## src/rtl/block_ram_pkg.sv

```systemverilog
// Shared types for the two-requester block RAM arbiter: FSM states, the latched
// request record and a small grant-index helper.
package block_ram_pkg;

    localparam int ADDR_W = 8;
    localparam int DATA_W = 8;

    typedef enum logic [1:0] {
        IDLE  = 2'd0,
        ISSUE = 2'd1,
        WAIT  = 2'd2,
        RESP  = 2'd3
    } state_e;

    typedef struct packed {
        logic              write;
        logic [ADDR_W-1:0] addr;
        logic [DATA_W-1:0] wdata;
    } req_t;

    function automatic logic [1:0] onehot2(input logic id);
        if (id) begin
            return 2'b10;
        end else begin
            return 2'b01;
        end
    endfunction

endpackage

```

## src/rtl/block_ram_arbiter_if.sv

```systemverilog
// Request/response bundle for both clients plus the RAM port. The arbiter uses
// the master view; clients and the RAM model sit on the slave view.
interface block_ram_arbiter_if #(
    parameter int ADDR_WIDTH = block_ram_pkg::ADDR_W,
    parameter int DATA_WIDTH = block_ram_pkg::DATA_W
);
    logic [1:0]            req_valid;
    logic [1:0]            req_ready;
    logic [1:0]            req_write;
    logic [ADDR_WIDTH-1:0] req_addr0;
    logic [ADDR_WIDTH-1:0] req_addr1;
    logic [DATA_WIDTH-1:0] req_wdata0;
    logic [DATA_WIDTH-1:0] req_wdata1;
    logic [1:0]            rsp_valid;
    logic [DATA_WIDTH-1:0] rsp_rdata;
    logic                  ram_read;
    logic                  ram_write;
    logic [ADDR_WIDTH-1:0] ram_addr;
    logic [DATA_WIDTH-1:0] ram_datai;
    logic [DATA_WIDTH-1:0] ram_datao;

    modport master (
        input  req_valid, req_write, req_addr0, req_addr1, req_wdata0, req_wdata1, ram_datao,
        output req_ready, rsp_valid, rsp_rdata, ram_read, ram_write, ram_addr, ram_datai
    );

    modport slave (
        output req_valid, req_write, req_addr0, req_addr1, req_wdata0, req_wdata1, ram_datao,
        input  req_ready, rsp_valid, rsp_rdata, ram_read, ram_write, ram_addr, ram_datai
    );

endinterface

```

## src/rtl/block_ram_rr_arb2.sv

```systemverilog
// Two-way round-robin grant: a lone requester always wins, a tie is settled by
// the pointer (0 favours requester 0).
module block_ram_rr_arb2 (
    input  logic [1:0] valid_i,
    input  logic       ptr_i,
    output logic [1:0] gnt_o
);

    // Purely combinational one-hot grant.
    always_comb begin
        case (valid_i)
            2'b01:   gnt_o = 2'b01;
            2'b10:   gnt_o = 2'b10;
            2'b11:   gnt_o = ptr_i ? 2'b10 : 2'b01;
            default: gnt_o = 2'b00;
        endcase
    end

endmodule

```

## src/rtl/block_ram_arbiter.sv

```systemverilog
// Shares one single-port block RAM between two requesters. One access is in
// flight at a time; each completes with a single response pulse to its owner.
module block_ram_arbiter #(
    parameter int ADDR_WIDTH = block_ram_pkg::ADDR_W,
    parameter int DATA_WIDTH = block_ram_pkg::DATA_W,
    parameter int RD_LATENCY = 1
) (
    input  logic                clk_i,
    input  logic                rst_i,
    block_ram_arbiter_if.master bus
);
    import block_ram_pkg::*;

    localparam int              CNT_W    = (RD_LATENCY > 1) ? $clog2(RD_LATENCY) : 1;
    localparam logic [CNT_W-1:0] CNT_LAST = CNT_W'(RD_LATENCY - 1);

    state_e                state_q, state_d;
    logic                  ptr_q, ptr_d;
    logic [CNT_W-1:0]      cnt_q, cnt_d;
    logic                  gnt_id_q, gnt_id_d;
    req_t                  req_q, req_d;
    logic                  ram_read_q, ram_read_d;
    logic                  ram_write_q, ram_write_d;
    logic [1:0]            rsp_valid_q, rsp_valid_d;
    logic [DATA_WIDTH-1:0] rsp_rdata_q, rsp_rdata_d;

    logic [1:0]            gnt_s;
    logic [1:0]            ready_s;
    logic                  accept_s;
    logic                  wr_in_s;
    logic [ADDR_WIDTH-1:0] addr_in_s;
    logic [DATA_WIDTH-1:0] wdata_in_s;

    block_ram_rr_arb2 u_rr (
        .valid_i (bus.req_valid),
        .ptr_i   (ptr_q),
        .gnt_o   (gnt_s)
    );

    // Winner's request fields and the accept condition.
    always_comb begin
        accept_s = (state_q == IDLE) && (gnt_s != 2'b00);
        if (gnt_s[1]) begin
            wr_in_s    = bus.req_write[1];
            addr_in_s  = bus.req_addr1;
            wdata_in_s = bus.req_wdata1;
        end else begin
            wr_in_s    = bus.req_write[0];
            addr_in_s  = bus.req_addr0;
            wdata_in_s = bus.req_wdata0;
        end
    end

    // Ready is the only combinational output; held low while reset is asserted.
    always_comb begin
        if ((state_q == IDLE) && !rst_i) begin
            ready_s = gnt_s;
        end else begin
            ready_s = 2'b00;
        end
    end

    // State and output registers.
    always_ff @(posedge clk_i) begin
        if (rst_i) begin
            state_q     <= IDLE;
            ptr_q       <= 1'b0;
            cnt_q       <= {CNT_W{1'b0}};
            gnt_id_q    <= 1'b0;
            req_q       <= '{write: 1'b0, addr: {ADDR_W{1'b0}}, wdata: {DATA_W{1'b0}}};
            ram_read_q  <= 1'b0;
            ram_write_q <= 1'b0;
            rsp_valid_q <= 2'b00;
            rsp_rdata_q <= {DATA_WIDTH{1'b0}};
        end else begin
            state_q     <= state_d;
            ptr_q       <= ptr_d;
            cnt_q       <= cnt_d;
            gnt_id_q    <= gnt_id_d;
            req_q       <= req_d;
            ram_read_q  <= ram_read_d;
            ram_write_q <= ram_write_d;
            rsp_valid_q <= rsp_valid_d;
            rsp_rdata_q <= rsp_rdata_d;
        end
    end

    // Next-state logic: sequencing, latency counter and round-robin pointer.
    always_comb begin
        state_d  = state_q;
        cnt_d    = cnt_q;
        ptr_d    = ptr_q;
        gnt_id_d = gnt_id_q;
        case (state_q)
            IDLE: begin
                if (accept_s) begin
                    state_d  = ISSUE;
                    gnt_id_d = gnt_s[1];
                    ptr_d    = ~gnt_s[1];
                end else begin
                    state_d  = IDLE;
                end
            end
            ISSUE: begin
                cnt_d   = {CNT_W{1'b0}};
                state_d = req_q.write ? RESP : WAIT;
            end
            WAIT: begin
                if (cnt_q == CNT_LAST) begin
                    state_d = RESP;
                    cnt_d   = {CNT_W{1'b0}};
                end else begin
                    cnt_d   = cnt_q + CNT_W'(1);
                end
            end
            RESP: begin
                state_d = IDLE;
            end
            default: begin
                state_d = IDLE;
                cnt_d   = {CNT_W{1'b0}};
            end
        endcase
    end

    // Output logic: next values of the registered RAM strobes, address/data and
    // response. The latched address/data drive the RAM only during ISSUE and are
    // cleared on the way out so the port idles at zero.
    always_comb begin
        ram_read_d  = 1'b0;
        ram_write_d = 1'b0;
        rsp_valid_d = 2'b00;
        rsp_rdata_d = {DATA_WIDTH{1'b0}};
        req_d       = '{write: req_q.write, addr: {ADDR_W{1'b0}}, wdata: {DATA_W{1'b0}}};
        case (state_q)
            IDLE: begin
                if (accept_s) begin
                    ram_read_d  = ~wr_in_s;
                    ram_write_d = wr_in_s;
                    req_d       = '{write: wr_in_s,
                                    addr:  addr_in_s,
                                    wdata: wr_in_s ? wdata_in_s : {DATA_WIDTH{1'b0}}};
                end else begin
                    ram_read_d  = 1'b0;
                end
            end
            ISSUE: begin
                if (req_q.write) begin
                    rsp_valid_d = onehot2(gnt_id_q);
                end else begin
                    rsp_valid_d = 2'b00;
                end
            end
            WAIT: begin
                if (cnt_q == CNT_LAST) begin
                    rsp_valid_d = onehot2(gnt_id_q);
                    rsp_rdata_d = bus.ram_datao;
                end else begin
                    rsp_valid_d = 2'b00;
                end
            end
            RESP: begin
                rsp_valid_d = 2'b00;
            end
            default: begin
                rsp_valid_d = 2'b00;
            end
        endcase
    end

    assign bus.req_ready = ready_s;
    assign bus.rsp_valid = rsp_valid_q;
    assign bus.rsp_rdata = rsp_rdata_q;
    assign bus.ram_read  = ram_read_q;
    assign bus.ram_write = ram_write_q;
    assign bus.ram_addr  = req_q.addr;
    assign bus.ram_datai = req_q.wdata;

endmodule

```

## src/flat_wrapper.sv

```systemverilog
// flat-port wrapper written by rule: the top's interface ports become plain ports
module block_ram_arbiter_flat import block_ram_pkg::*;
#(
    parameter int ADDR_WIDTH = block_ram_pkg::ADDR_W,
    parameter int DATA_WIDTH = block_ram_pkg::DATA_W,
    parameter int RD_LATENCY = 1
)
  (clk_i, rst_i, bus_req_valid, bus_req_write, bus_req_addr0, bus_req_addr1, bus_req_wdata0, bus_req_wdata1, bus_ram_datao, bus_req_ready, bus_rsp_valid, bus_rsp_rdata, bus_ram_read, bus_ram_write, bus_ram_addr, bus_ram_datai);
  block_ram_arbiter_if #(.ADDR_WIDTH(ADDR_WIDTH), .DATA_WIDTH(DATA_WIDTH)) bus_i ();
  input  logic clk_i;
  input  logic rst_i;
  input wire logic [$bits(bus_i.req_valid)-1:0] bus_req_valid;
  input wire logic [$bits(bus_i.req_write)-1:0] bus_req_write;
  input wire logic [$bits(bus_i.req_addr0)-1:0] bus_req_addr0;
  input wire logic [$bits(bus_i.req_addr1)-1:0] bus_req_addr1;
  input wire logic [$bits(bus_i.req_wdata0)-1:0] bus_req_wdata0;
  input wire logic [$bits(bus_i.req_wdata1)-1:0] bus_req_wdata1;
  input wire logic [$bits(bus_i.ram_datao)-1:0] bus_ram_datao;
  output wire logic [$bits(bus_i.req_ready)-1:0] bus_req_ready;
  output wire logic [$bits(bus_i.rsp_valid)-1:0] bus_rsp_valid;
  output wire logic [$bits(bus_i.rsp_rdata)-1:0] bus_rsp_rdata;
  output wire logic [$bits(bus_i.ram_read)-1:0] bus_ram_read;
  output wire logic [$bits(bus_i.ram_write)-1:0] bus_ram_write;
  output wire logic [$bits(bus_i.ram_addr)-1:0] bus_ram_addr;
  output wire logic [$bits(bus_i.ram_datai)-1:0] bus_ram_datai;
  assign bus_i.req_valid = bus_req_valid;
  assign bus_i.req_write = bus_req_write;
  assign bus_i.req_addr0 = bus_req_addr0;
  assign bus_i.req_addr1 = bus_req_addr1;
  assign bus_i.req_wdata0 = bus_req_wdata0;
  assign bus_i.req_wdata1 = bus_req_wdata1;
  assign bus_i.ram_datao = bus_ram_datao;
  assign bus_req_ready = bus_i.req_ready;
  assign bus_rsp_valid = bus_i.rsp_valid;
  assign bus_rsp_rdata = bus_i.rsp_rdata;
  assign bus_ram_read = bus_i.ram_read;
  assign bus_ram_write = bus_i.ram_write;
  assign bus_ram_addr = bus_i.ram_addr;
  assign bus_ram_datai = bus_i.ram_datai;
  block_ram_arbiter #(.ADDR_WIDTH(ADDR_WIDTH), .DATA_WIDTH(DATA_WIDTH), .RD_LATENCY(RD_LATENCY)) u_core (.clk_i(clk_i), .rst_i(rst_i), .bus(bus_i));
endmodule
```

## config.mk

```make
export PLATFORM = sky130hd
export DESIGN_NAME = block_ram_arbiter_flat
export DESIGN_NICKNAME = d
export VERILOG_FILES = /design/src/rtl/block_ram_pkg.sv /design/src/rtl/block_ram_arbiter_if.sv /design/src/rtl/block_ram_rr_arb2.sv /design/src/rtl/block_ram_arbiter.sv /design/src/flat_wrapper.sv
export SDC_FILE = /design/constraint.sdc
export NUM_CORES = 1
export LEC_CHECK = 0
export CAP_MARGIN = 20
export CELL_PAD_IN_SITES_DETAIL_PLACEMENT = 0
export CELL_PAD_IN_SITES_GLOBAL_PLACEMENT = 1
export CORE_ASPECT_RATIO = 2
export CORE_MARGIN = 5
export CORE_UTILIZATION = 27
export DETAILED_ROUTE_END_ITERATION = 12
export PLACE_DENSITY_LB_ADDON = 0.1
export SYNTH_ARGS = -nofsm -noshare
export SYNTH_HDL_FRONTEND = slang
export SYNTH_SLANG_ARGS = --single-unit
export TNS_END_PERCENT = 5
```

## constraint.sdc

```tcl
create_clock -name clk_i -period 2.3 [get_ports clk_i]
set_clock_uncertainty 0.2 [all_clocks]
set_input_delay 0.345 -clock clk_i [delete_from_list [all_inputs] [get_ports clk_i]]
set_output_delay 0.345 -clock clk_i [all_outputs]
set_load 0.005 [all_outputs]
```

# [Word-level counts from Yosys, hierarchy flattened]
# Index checks and enable logic that the tools add are counted.
[totals] elab_cells=50 latchBits=0 mem_count=0 in_bits=46 rom_bits=0 ram_bits=0 reg_bits=34
[classes] eq_ne=7 bitwise_logic=5 n_mux=16 magnitude_cmp=0 add_sub_neg=1 n_reduce_logical=10 div=0 shift=0 multipliers=0
[op_table] operator="two-way mux 8 bit" count=2
[op_table] operator="two-way mux 2 bit" count=6
[op_table] operator="equality test 2 bit, second input constant" count=4
[op_table] operator="case mux 2 bit (4 select lines)" count=1
[op_table] operator="case mux 2 bit (3 select lines)" count=1
[op_table] operator="OR reduction 3 bit" count=2
[op_table] operator="NOT 1 bit" count=5
[op_table] operator="equality test 2 x 1 -> 1 bit, second input constant" count=2
[op_table] operator="two-way mux 1 bit" count=4
[op_table] operator="case mux 2 bit (2 select lines)" count=1
[op_table] operator="nonzero test 2 bit" count=2
[op_table] operator="OR reduction 4 bit" count=1
[op_table] operator="logical AND 1 bit" count=2
[op_table] operator="logical NOT 2 bit" count=1
[op_table] operator="!= test 2 bit, second input constant" count=1
[op_table] operator="case mux 1 bit (2 select lines)" count=1
[op_table] operator="AND reduction 2 bit" count=1
[op_table] operator="adder 1 bit, second input constant" count=1
[op_table] operator="logical NOT 1 bit" count=1

# [Logic depth before layout (Yosys ltp)]
[logic_depth] depth_word=6 ltp_mapped=6 mapped_depth_nobuf=5

# [Cells and area by module]
# From an unflattened synthesis, not the netlist that was laid out.
[unflattened] cells_unflattened=130 area_unflattened_um2=1357.6
[modules_own_cells] module="block_ram_arbiter" area_per_inst_um2=1338.8 instances=1 seq_area_each_um2=660.6 cells_each=127
[modules_own_cells] module="block_ram_rr_arb2" area_per_inst_um2=18.8 instances=1 seq_area_each_um2=0.0 cells_each=3

# [Least setup slack after synthesis]
# Ideal clock, no wire load.
[synth_timing] path_kind="reg-to-output" startpoint="register u_core.state_q[0]" endpoint="output bus_req_ready[1]" setup_slack_ns=0.493 path_stages_with_launch=7 path_buffers=1 required_ns=1.755 arrival_time_ns=1.262 cell_sequence="dfxtp_1 -> inv_1 -> ha_1 -> nand2b_1 -> o21bai_1 -> buf_2 -> nor2b_1"
[synth_via] elab_chain_cells=3
[synth_lines] element="start: declaration" line_no="block_ram_arbiter.sv:17" source="state_e state_q, state_d;"
[synth_lines] element="start signal: assignment" line_no="block_ram_arbiter.sv:76" source="state_q <= state_d;"
[synth_lines] element="logical NOT 2 bit" line_no="block_ram_arbiter.sv:56" source="if ((state_q == IDLE) && !rst_i) begin"
[synth_lines] element="logical AND 1 bit" line_no="block_ram_arbiter.sv:56"
[synth_lines] element="two-way mux 2 bit" line_no="block_ram_arbiter.sv:56"
[synth_lines] element="end: declaration" line_no="flat_wrapper.sv:19" source="output wire logic [$bits(bus_i.req_ready)-1:0] bus_req_ready;"
# Every way passes these cells.

# [Final worst setup path]
# Same ends and word-level chain as after synthesis.

==> out/metrics.cfg <==
[run_status]
outcome=finished clean

[layout]
antenna_cells=0
fin_area_um2=2171
nets=256
drive_gt1_share_pct=12.56
areaGrowthSynthToFinish_pct=64.30

[clocking]
cts_buffers=5
cts.path.max_buffers=2
post_cts_buffers=0
cts_tree=done
cts_htree_levels=2
clk_latency_ps=280
numClockSinks=33
ctsHoldBuffers=0
clkTransAtPathRegs_ps=70
root_buffer=clkbuf_8

[die]
initial_core_util_pct=27.41
num_rows=36
die_area_um2=6478
core_um2=4820
die_x_um=59.47
ioPinCount=76
die_h_um=108.9

[timing]
rsz0062_at_grt=no
worstMarginPinSlew_ps=540.0
fmax_mhz=494.2
hold_viol_final=0
setup-tns-final_ps=0
fin_hold_ws_ps=247.6
finalSetupViolCount=0
finalCritPeriodShare_pct=87.97
slew_violations=0
period_needed_ps=2023
relSlewSlack_pct=63.73
setup_ws_ps=276.6

[drt]
drtAntennaViolNets=0
drc=0
vias=1182
drtPass1Iterations=2
route.final.wire_length_um=3775
wirelength_met1_um=1261
post_drt_wl_per_cell_um=14.30
routed_via_density=4.477
drt_iter0_markers=20
dr_wl_met3_um=292
top_layer_used=met4
wl_met2_um=2145

[logic_synthesis]
netlist_area_um2=1321
synth_warnings=0
syn-num-nets=183
synth_top_area_share_pct=50.00
synth_area_leader_cell=dfxtp_1
yosys_register_bits=33
synth_area_leaders=dfxtp_1 50%, buf_4 9.1%, a22o_1 5.3%
avgSynthCellArea_um2=9.934
synth.distinct_cells=29
yosysSeqAreaShare_pct=50.00
postSynthCellCount=133

[power_and_ir_drop]
power_mw=1.332
ir_drop_mv=0.4151
p_leak_nw=0.8617
power_density_nw_per_um2=613.6

[worst_setup_path]
crit_type=reg2out
slowest_delay_ps=340
cpLargestDelayFamily=flip-flops
start_kind=flop
cp.arrival_ps=1480
ff2ff_path_depth=6
crit_required_ps=1750
path_cells=inv_2, ha_2, nand2b_1, o21bai_1, nor2b_1, dlygate4sd2_1
path_buf_inv=2
critPathSlowestCell=dfxtp_1
cp-end-kind=primary output
path_depth=6
cp_max_fo=4

[place]
gp_congestion=0.8110
port-buffer-count=75
dp_slack_ps=41.99
postPlaceCellArea_um2=2081
post-dp-hpwl_um=3129

[worst_hold_path]
hold_class=reg2reg
hold_path_depth=1

[global_routing]
antenna_found_initial=0
grt_overflow_total=0
grt_max_degree=12
first_global_vias=1225
grt_use_total_pct=11.93
grt_pass1_wl_um=5713

[flow_run]
maxCapViolCount=0

[metal layers]
metal	vias to the layer above	global-route usage (%)
met5	-	0
met4	0	5.835
met3	6	3.791
met2	40	22.38
met1	546	10.93
li1	590	-
[worst paths after layout]
| kind | from | to | slack, ps |
|---|---|---|---|
| setup / recovery | u_core.state_q[0]$_SDFF_PP0_ | bus_req_ready[1] | 280 |
| hold reg to reg | u_core.gnt_id_q$_SDFFE_PP0P_ | u_core.bus.rsp_valid[0]$_SDFF_PP0_ | 250 |
| hold / removal | u_core.gnt_id_q$_SDFFE_PP0P_ | u_core.bus.rsp_valid[0]$_SDFF_PP0_ | 250 |
| setup reg to reg | u_core.state_q[0]$_SDFF_PP0_ | u_core.bus.ram_datai[7]$_SDFF_PP0_ | 490 |
[report_power, final]
group	total [mW]	switching [mW]	internal, mW
Combinational	0.288	0.111	0.177
Sequential	0.623	0.0151	0.608
Clock	0.421	0.213	0.209
Total	1.33	0.339	0.994
[sequential cells by signal, indices dropped and copies added (netlist names)]
| register | count |
|---|---|
| u_core.bus.ram_write | 1 |
| u_core.gnt_id_q | 1 |
| u_core.req_q | 1 |
| u_core.bus.ram_read | 1 |
| u_core.state_q | 2 |
| u_core.bus.ram_datai | 8 |
| u_core.bus.rsp_valid | 2 |
| u_core.bus.ram_addr | 8 |
| u_core.ptr_q | 1 |
| u_core.bus.rsp_rdata | 8 |
[final cells by class]
type                    count  area [um^2]
fillers                   489         2649
repair buffers             86        834.6
flip-flops and latches     33        660.6
multi-input cells          75        499.2
well taps                  57        71.32
clock buffers               5        68.82
inverters                   5        18.77
clock inverters             3        17.52
[placed cells by master (no fill, tap or decap)]
master           instances
clkinv_2                 2
buf_4                   11
and3_1                   1
a32oi_1                  1
and3b_1                  1
nand3_1                  9
clkinvlp_4               1
a22o_1                   8
dlymetal6s2s_1           1
clkdlybuf4s50_1         73
nor3b_1                  1
a311oi_1                 2
nor2_1                   4
nor3_2                   1
inv_1                    2
inv_2                    3
and2_1                   8
a21oi_1                 13
dlygate4sd2_1            1
dfxtp_1                 33
nor4_4                   1
o21bai_1                 1
o21a_1                   1
nor2b_1                  2
o21ai_0                  9
ha_2                     1
nand2b_1                 3
a21bo_2                  1
nand2_1                  2
ha_1                     3
clkbuf_8                 5
nor3_1                   1
and2b_1                  1
[per-stage QoR]
| stage | std cells | util, % |
|---|---|---|
| final | 264 | 45.04 |
| after detailed placement | 256 | 43.17 |
| after CTS | 264 | 44.99 |
| after global routing | 264 | 45.04 |
| after global placement | 256 | 43.17 |
| after floorplan | 133 | - |
[synth_stat cells]
cell type and n:
and3b_1 1, o21a_1 1, nand3_1 9, nor2_1 4, nand2b_1 3, and2b_1 1, a22o_1 8, a21bo_2 1
nand2_1 2, inv_1 4, nor3_1 1, nor4_4 1, nor3b_1 1, buf_4 16, buf_6 1, o21ai_0 9
inv_2 1, a311oi_1 2, a32oi_1 1, nor3_2 1, and3_1 1, buf_2 2, ha_1 4, dfxtp_1 33
and2_1 8, clkbuf_1 1, a21oi_1 13, o21bai_1 1, nor2b_1 2
[repair_timing]
action | 4_1_cts | 5_1_grt
gates resized for setup | 4 | 1
endpoints found under the hold margin | 0 | 0
setup endpoints to repair | 2 | 1
gates cloned | 0 | 0
[worst register-to-register path: stages (launching register included)]
cell and delay (ps):
dfxtp_1 340, inv_2 90, ha_2 180, nand2b_1 70, buf_4 160, nor4_4 480
a22o_1 240
[kinds of logic (layout without fill, tap and decap cells)]
kind of cell | after synthesis | in the layout | synth area share, %
AND/OR/NAND/NOR | 35 | 35 | 16.29
flip-flops | 33 | 33 | 50.00
buffers and inverters | 25 | 99 | 12.40
AO/OA/AOI/OAI | 36 | 36 | 17.52
adder cells (fa/ha/maj) | 4 | 4 | 3.788
(Power assumes the default switching activity.)
